## src/rtl/approx_region_cycle_timer.sv

```systemverilog
// approx_region_cycle_timer
// Several timer channels. Each one records the cycle on which an approximate region starts
// and finishes on a stop event or on a timeout. Finished results leave through one
// registered valid/ready port, and the channels are served round-robin.
module approx_region_cycle_timer #(
  parameter int FETCH_WIDTH = 2,
  parameter int NUM_CH      = 4,
  parameter int CNT_WIDTH   = 32,
  parameter int DROP_W      = 16,
  localparam int CH_W       = (NUM_CH > 1) ? $clog2(NUM_CH) : 1
) (
  input  logic                        clk,
  input  logic                        rstN,
  input  logic [CNT_WIDTH-1:0]        cycleCounter,
  input  logic                        flush,
  input  logic [FETCH_WIDTH-1:0]      startValid,
  input  logic [FETCH_WIDTH*CH_W-1:0] startCh,
  input  logic [FETCH_WIDTH-1:0]      stopValid,
  input  logic [FETCH_WIDTH*CH_W-1:0] stopCh,
  input  logic [CNT_WIDTH-1:0]        timeoutLimit,
  output logic                        resValid,
  input  logic                        resReady,
  output logic [CH_W-1:0]             resCh,
  output logic [CNT_WIDTH-1:0]        resBegin,
  output logic [CNT_WIDTH-1:0]        resElapsed,
  output logic                        resTimeout,
  output logic [NUM_CH-1:0]           busy,
  output logic [DROP_W-1:0]           dropCount
);

  typedef enum logic [1:0] {
    ST_IDLE = 2'd0,
    ST_RUN  = 2'd1,
    ST_DONE = 2'd2,
    ST_OUT  = 2'd3
  } ch_state_e;

  localparam logic [CH_W:0]     NUM_CH_EXT = (CH_W+1)'(NUM_CH);
  localparam logic [DROP_W-1:0] DROP_MAX   = '1;

  // Per-channel status and payload, flattened for the shared output logic
  logic [NUM_CH-1:0]           start_hit;
  logic [NUM_CH-1:0]           stop_hit;
  logic [NUM_CH-1:0]           idle_vec;
  logic [NUM_CH-1:0]           done_vec;
  logic [NUM_CH-1:0]           grant;
  logic [NUM_CH-1:0]           tmo_vec;
  logic [NUM_CH*CNT_WIDTH-1:0] begin_flat;
  logic [NUM_CH*CNT_WIDTH-1:0] elapsed_flat;

  // Output register stage and arbitration
  logic                 res_valid_reg, res_valid_next;
  logic [CH_W-1:0]      res_ch_reg, res_ch_next;
  logic [CNT_WIDTH-1:0] res_begin_reg, res_begin_next;
  logic [CNT_WIDTH-1:0] res_elapsed_reg, res_elapsed_next;
  logic                 res_tmo_reg, res_tmo_next;
  logic [CH_W-1:0]      rr_ptr_reg, rr_ptr_next;
  logic                 res_fire;
  logic                 load_en;
  logic [NUM_CH-1:0]    done_rot;
  logic                 grant_any;
  logic [CH_W-1:0]      grant_off;
  logic [CH_W:0]        grant_sum;
  logic [CH_W-1:0]      grant_idx;
  logic [CNT_WIDTH-1:0] sel_begin;
  logic [CNT_WIDTH-1:0] sel_elapsed;
  logic                 sel_tmo;

  // Dropped-start accounting
  logic [DROP_W-1:0] drop_count_reg, drop_count_next;
  logic [DROP_W:0]   drop_add;
  logic [DROP_W:0]   drop_sum;
  logic              lane_drop;

  assign res_fire = res_valid_reg && resReady;
  assign load_en  = !res_valid_reg || resReady;

  // Turn the lane events into per-channel hits. All lanes see the same cycleCounter,
  // so a lower lane winning gives the same begin value as any other lane would.
  always_comb begin
    start_hit = '0;
    stop_hit  = '0;
    for (int l = 0; l < FETCH_WIDTH; l++) begin
      for (int c = 0; c < NUM_CH; c++) begin
        if (startValid[l] && startCh[l*CH_W +: CH_W] == CH_W'(c)) start_hit[c] = 1'b1;
        if (stopValid[l] && stopCh[l*CH_W +: CH_W] == CH_W'(c)) stop_hit[c] = 1'b1;
      end
    end
  end

  // Count the starts that are thrown away. A start is dropped if its channel is busy,
  // or if a lower lane targets the same channel. Starts in a flush cycle are not counted.
  always_comb begin
    drop_add  = '0;
    lane_drop = 1'b0;
    if (!flush) begin
      for (int l = 0; l < FETCH_WIDTH; l++) begin
        lane_drop = 1'b0;
        for (int c = 0; c < NUM_CH; c++) begin
          if (startCh[l*CH_W +: CH_W] == CH_W'(c) && !idle_vec[c]) lane_drop = 1'b1;
        end
        for (int j = 0; j < l; j++) begin
          if (startValid[j] && startCh[j*CH_W +: CH_W] == startCh[l*CH_W +: CH_W]) lane_drop = 1'b1;
        end
        if (startValid[l] && lane_drop) drop_add = drop_add + (DROP_W+1)'(1);
      end
    end
    drop_sum        = {1'b0, drop_count_reg} + drop_add;
    drop_count_next = drop_sum[DROP_W] ? DROP_MAX : drop_sum[DROP_W-1:0];
  end

  // Saturating dropped-start counter
  always_ff @(posedge clk or negedge rstN) begin
    if (!rstN) drop_count_reg <= '0;
    else       drop_count_reg <= drop_count_next;
  end

  generate
    for (genvar gi = 0; gi < NUM_CH; gi++) begin : gen_ch
      ch_state_e            st_reg, st_next;
      logic [CNT_WIDTH-1:0] begin_reg, begin_next;
      logic [CNT_WIDTH-1:0] elapsed_reg, elapsed_next;
      logic                 tmo_reg, tmo_next;
      logic [CNT_WIDTH-1:0] run_len;
      logic                 timeout_hit;
      logic                 st_idle, st_done, st_busy;

      // The subtraction is modulo 2^CNT_WIDTH, so it stays correct when the counter wraps
      assign run_len     = cycleCounter - begin_reg;
      assign timeout_hit = (timeoutLimit != '0) && (run_len >= timeoutLimit);

      // Channel state and payload registers
      always_ff @(posedge clk or negedge rstN) begin
        if (!rstN) begin
          st_reg      <= ST_IDLE;
          begin_reg   <= '0;
          elapsed_reg <= '0;
          tmo_reg     <= 1'b0;
        end else begin
          st_reg      <= st_next;
          begin_reg   <= begin_next;
          elapsed_reg <= elapsed_next;
          tmo_reg     <= tmo_next;
        end
      end

      // Next state: flush beats stop, and stop beats timeout
      always_comb begin
        st_next      = st_reg;
        begin_next   = begin_reg;
        elapsed_next = elapsed_reg;
        tmo_next     = tmo_reg;
        case (st_reg)
          ST_IDLE: begin
            if (start_hit[gi] && !flush) begin
              st_next    = ST_RUN;
              begin_next = cycleCounter;
            end
          end
          ST_RUN: begin
            if (flush) begin
              st_next = ST_IDLE;
            end else if (stop_hit[gi]) begin
              st_next      = ST_DONE;
              elapsed_next = run_len;
              tmo_next     = 1'b0;
            end else if (timeout_hit) begin
              st_next      = ST_DONE;
              elapsed_next = timeoutLimit;
              tmo_next     = 1'b1;
            end
          end
          ST_DONE: begin
            if (grant[gi]) st_next = ST_OUT;
          end
          ST_OUT: begin
            if (res_fire && res_ch_reg == CH_W'(gi)) st_next = ST_IDLE;
          end
          default: st_next = ST_IDLE;
        endcase
      end

      // Status decoded from the state
      always_comb begin
        st_idle = (st_reg == ST_IDLE);
        st_done = (st_reg == ST_DONE);
        st_busy = !st_idle;
      end

      assign idle_vec[gi] = st_idle;
      assign done_vec[gi] = st_done;
      assign busy[gi]     = st_busy;
      assign tmo_vec[gi]  = tmo_reg;
      assign begin_flat[gi*CNT_WIDTH +: CNT_WIDTH]   = begin_reg;
      assign elapsed_flat[gi*CNT_WIDTH +: CNT_WIDTH] = elapsed_reg;
    end
  endgenerate

  // Rotate the DONE vector so that bit 0 is the channel the round-robin pointer names
  assign done_rot = NUM_CH'({done_vec, done_vec} >> rr_ptr_reg);

  // Round-robin pick: the first DONE channel at or after the pointer
  always_comb begin
    grant_any = 1'b0;
    grant_off = '0;
    for (int k = NUM_CH-1; k >= 0; k--) begin
      if (done_rot[k]) begin
        grant_any = 1'b1;
        grant_off = CH_W'(k);
      end
    end
    grant_sum = {1'b0, rr_ptr_reg} + {1'b0, grant_off};
    grant_idx = (grant_sum >= NUM_CH_EXT) ? CH_W'(grant_sum - NUM_CH_EXT) : grant_sum[CH_W-1:0];
    grant     = '0;
    for (int c = 0; c < NUM_CH; c++) begin
      if (grant_idx == CH_W'(c)) grant[c] = load_en && grant_any;
    end
  end

  // Select the payload of the granted channel
  always_comb begin
    sel_begin   = '0;
    sel_elapsed = '0;
    sel_tmo     = 1'b0;
    for (int c = 0; c < NUM_CH; c++) begin
      if (grant_idx == CH_W'(c)) begin
        sel_begin   = begin_flat[c*CNT_WIDTH +: CNT_WIDTH];
        sel_elapsed = elapsed_flat[c*CNT_WIDTH +: CNT_WIDTH];
        sel_tmo     = tmo_vec[c];
      end
    end
  end

  // Output stage: reload when empty or draining; the payload holds under backpressure
  always_comb begin
    res_valid_next   = res_valid_reg;
    res_ch_next      = res_ch_reg;
    res_begin_next   = res_begin_reg;
    res_elapsed_next = res_elapsed_reg;
    res_tmo_next     = res_tmo_reg;
    rr_ptr_next      = rr_ptr_reg;
    if (load_en) begin
      res_valid_next = grant_any;
      if (grant_any) begin
        res_ch_next      = grant_idx;
        res_begin_next   = sel_begin;
        res_elapsed_next = sel_elapsed;
        res_tmo_next     = sel_tmo;
        rr_ptr_next      = (grant_idx == CH_W'(NUM_CH-1)) ? '0 : grant_idx + CH_W'(1);
      end
    end
  end

  // Output register and round-robin pointer
  always_ff @(posedge clk or negedge rstN) begin
    if (!rstN) begin
      res_valid_reg   <= 1'b0;
      res_ch_reg      <= '0;
      res_begin_reg   <= '0;
      res_elapsed_reg <= '0;
      res_tmo_reg     <= 1'b0;
      rr_ptr_reg      <= '0;
    end else begin
      res_valid_reg   <= res_valid_next;
      res_ch_reg      <= res_ch_next;
      res_begin_reg   <= res_begin_next;
      res_elapsed_reg <= res_elapsed_next;
      res_tmo_reg     <= res_tmo_next;
      rr_ptr_reg      <= rr_ptr_next;
    end
  end

  assign resValid   = res_valid_reg;
  assign resCh      = res_ch_reg;
  assign resBegin   = res_begin_reg;
  assign resElapsed = res_elapsed_reg;
  assign resTimeout = res_tmo_reg;
  assign dropCount  = drop_count_reg;

endmodule

```

## config.mk

```make
export PLATFORM = sky130hd
export DESIGN_NAME = approx_region_cycle_timer
export DESIGN_NICKNAME = d
export VERILOG_FILES = /design/src/rtl/approx_region_cycle_timer.sv
export SDC_FILE = /design/constraint.sdc
export NUM_CORES = 1
export LEC_CHECK = 0
export CAP_MARGIN = 20
export CORE_MARGIN = 2
export CORE_UTILIZATION = 57
export CTS_CLUSTER_DIAMETER = 40
export DETAILED_ROUTE_END_ITERATION = 10
export GPL_TIMING_DRIVEN = 0
export PLACE_DENSITY = 0.77
export SYNTH_ARGS = -nofsm -noshare
export SYNTH_HDL_FRONTEND = slang
export SYNTH_SLANG_ARGS = --single-unit
```

## constraint.sdc

```tcl
create_clock -name clk -period 8.8 [get_ports clk]
set_input_delay 1.76 -clock clk [delete_from_list [all_inputs] [get_ports clk]]
set_output_delay 1.76 -clock clk [all_outputs]
set_load 0.1 [all_outputs]
```

==> metrics.md <==
| Metric | Value |
|---|---|
| Outcome | `finished, final reports clean` |
| Post-synth EDFFs | `0` |
| DR pass1 iterations | `9` |
| Fraction of layout cells with a size suffix above 1 | `5.157%` |
| # port buffers | `163` |
| Worst Max-Slew Pin Slew | `1.240 ns` |
| Final Critical Period | `8.281 ns` |
| Via density | `6.525` |
| Worst hold margin | `0.4803 ns` |
| Max-slew violation count | `0` |
| Clk Latency, worst-skew pair | `0.63 ns` |
| Initial antenna violation count | `4` |
| Nets | `3867` |
| Routed WL per cell | `25.27 um` |
| Adder-cell share of the synthesized area | `12.63%` |
| Post-CTS setup buffers | `0` |
| CTS Buf Count | `56` |
| XOR/XNOR Fraction of Synth Area | `4.079%` |
| Asr flop ratio synth | `100.0%` |
| Area added between synthesis and finish | `17.69%` |
| Hold buffers post-CTS | `0` |
| Setup Skew | `0.02974 ns` |
| Final hold vios | `0` |
| Max Root-Sink Buffers | `3` |
| Mapped cell area | `26620 um^2` |
| H-tree depth | `2` |
| Total congestion overflow | `0` |
| Remaining antenna violation count | `0` |
| Mux cell area share after synthesis | `2.585%` |
| Highest metal used | `met5` |
| Clock root cell | `clkbuf_16` |
| Placement Rows | `79` |
| Post-CTS Resized | `0` |
| HPWL after DPL | `83230 um` |
| Vias after detailed routing | `27260` |
| IO Pins | `168` |
| Post-synth cell types | `90` |
| Yosys top cell by area | `dfrtp_1` |
| Register area share after synthesis | `33.27%` |
| CP required | `9.29 ns` |
| Clock slew at the register clock pins of the worst setup and hold paths | `0.06 ns` |
| Final number of setup-violating endpoints | `0` |
| Die Wd | `220.1 um` |
| Fmax | `0.1208 GHz` |
| CTS tree | `built` |
| Total negative slack | `0 ns` |
| RSZ-0062 raised after global routing | `no` |
| Largest net degree at the start of global routing | `120` |
| Core region area | `46360 um^2` |
| All-Layer GR Usage | `43.37%` |
| Sink Count | `354` |
| Hold Path Class | `reg -> reg` |
| Post-Synth Simple-Gate Area | `16.86%` |
| Ys Warns | `0` |
| Gpl congestion | `1.072` |
| First-pass GRT wire length | `156600 um` |
| Die area | `48450 um^2` |
| Rel. slew slack | `17.36%` |
| Vias in the first global route | `26270` |
| Final WS setup | `0.5186 ns` |
| Crit path max fanout | `12` |
| Largest family of logic cells by synthesized area | `compound AO/OA/AOI/OAI gates` |
| Syn nets | `3633` |
| DRC viols | `0` |
| Critical path launch point type | `input port` |
| Post-synth top flop | `dfrtp_1` |
| Max-Cap Viols | `0` |
| Mapped Cells | `3288` |
| Nature of the critical path endpoint | `flop` |
| Place WS | `-0.09637 ns` |
| Routed WL | `105600 um` |
| WL met3 | `12550 um` |
| Crit path DAT | `8.77 ns` |
| Final Cycle Share | `94.11%` |
| Wire length on met2 | `45030 um` |
| M1 wire length | `42450 um` |
| Compound-gate portion of the synthesized area | `24.96%` |
| Dominant cells by area after synthesis | `dfrtp_1 33%, ha_1 12%, nand2_1 7.1%, o21ai_0 6.3%, a21oi_1 5.0%` |
| DR iter-0 viols | `3855` |
| Initial Util | `57.43%` |
| Post-layout util | `67.59%` |
| Yosys reg bits | `354` |
| Total of fill cells in the finished design | `3740` |
| Worst Path Class, Setup | `in -> reg` |
| Post-Syn Area per Cell | `8.097 um^2` |
| Top-area cell type share of the netlist area | `33.27%` |
| Height of the die | `220.1 um` |
[per-layer routing]
layer  up-vias  global-route usage (%)
li1      12140                       -
met1     13010                   59.29
met2      1832                   65.66
met3       282                   8.972
met4         2                   20.89
met5         -                       0
[worst max-delay path: stages]
cell	delay, ns
clkdlybuf4s50_1	0.96
ha_1	0.36
nor2b_1	0.15
o31a_1	0.30
o311ai_1	0.60
a21oi_1	0.21
o21ai_0	0.49
a31oi_1	0.31
o21ai_0	0.24
nand2b_1	0.10
xnor2_1	0.14
ha_1	0.32
nand4_1	0.14
or2_2	0.37
or3_1	0.37
o32ai_2	0.75
o21ai_2	0.36
clkbuf_1	0.47
nor3_1	0.29
a21oi_1	0.06
[placed cells by master (no fill, tap or decap), drive strengths merged, types with 8 or more instances in the layout]
cell type	count
mux2	12
nand2b	23
dfrtp	354
a211oi	85
clkdlybuf4s50	162
a21o	95
ha	260
clkinv	10
bufinv	11
or2	9
o31a	8
a211o	9
nor2b	34
a2bb2oi	10
nor2	256
nand4	49
xor2	55
o21bai	13
inv	208
o21ai	343
or3	10
clkbuf	231
a31oi	65
a22oi	39
xnor2	69
o31ai	12
clkinvlp	8
nand3	48
nor3	34
a21oi	265
mux2i	53
buf	35
and3	15
o211ai	14
and2	10
a2111oi	8
nor4	16
o21a	32
nand2	505
[final cells by class]
cell class | count | area [um^2] | area share, %
antenna | 3 | 7.507 | 0.02396
buffer | 182 | 730.7 | 2.332
clock buffer | 70 | 1546 | 4.936
clock inverter | 34 | 515.5 | 1.645
inverter | 203 | 762.0 | 2.432
multi-input combinational | 2549 | 16290 | 52.00
sequential | 354 | 8859 | 28.27
tap | 607 | 759.5 | 2.424
timing repair buffer | 176 | 1859 | 5.934
[cells by family after synthesis]
group / after synthesis
multiplexers: 66
buffers and inverters: 385
AND/OR/NAND/NOR: 1031
adder cells (fa/ha/maj): 266
flip-flops: 354
AO/OA/AOI/OAI: 1062
XOR/XNOR: 124
[cells in the mapped netlist, types with 10 or more instances]
master     instances
nand2_1          503
dfrtp_1          354
o21ai_0          335
a21oi_1          265
ha_1             260
nor2_1           256
inv_1            201
clkbuf_1         160
a21o_1            94
a211oi_1          85
xnor2_1           69
a31oi_1           63
xor2_1            55
mux2i_1           53
nand4_1           49
nand3_1           48
a22oi_1           39
nor2b_1           34
nor3_1            34
o21a_1            32
nand2b_1          23
nor4_1            16
and3_1            15
o211ai_1          13
o21bai_1          13
a2bb2oi_1         10
and2_1            10
mux2_2            10
[metrics by stage]
| step | cells | instance area (um^2) |
|---|---|---|
| global route | 4175 | 31330 |
| floorplan | 3288 | 26620 |
| global placement | 4058 | 29010 |
| CTS | 4173 | 31300 |
| finish | 4178 | 31330 |
| detailed placement | 4069 | 29240 |
[final timing paths]
kind	slack, ns	endpoint	start	cells past startpoint
min in group asynchronous	1.13	resElapsed[5]	rstN	1
setup reg to reg	2.08	gen_ch[3].elapsed_reg[31]	gen_ch[3].begin_reg[0]	20
max in group asynchronous	6.38	gen_ch[3].begin_reg[26]	rstN	3
setup / recovery	0.52	gen_ch[3].elapsed_reg[31]	cycleCounter[1]	20
hold / removal	0.48	resElapsed[25]	resElapsed[25]	2
hold reg to reg	0.48	resElapsed[25]	resElapsed[25]	2
Power is left out: the tool's default activity adds up to more than one toggle a clock period on the data nets, which glitch-free logic cannot reach.
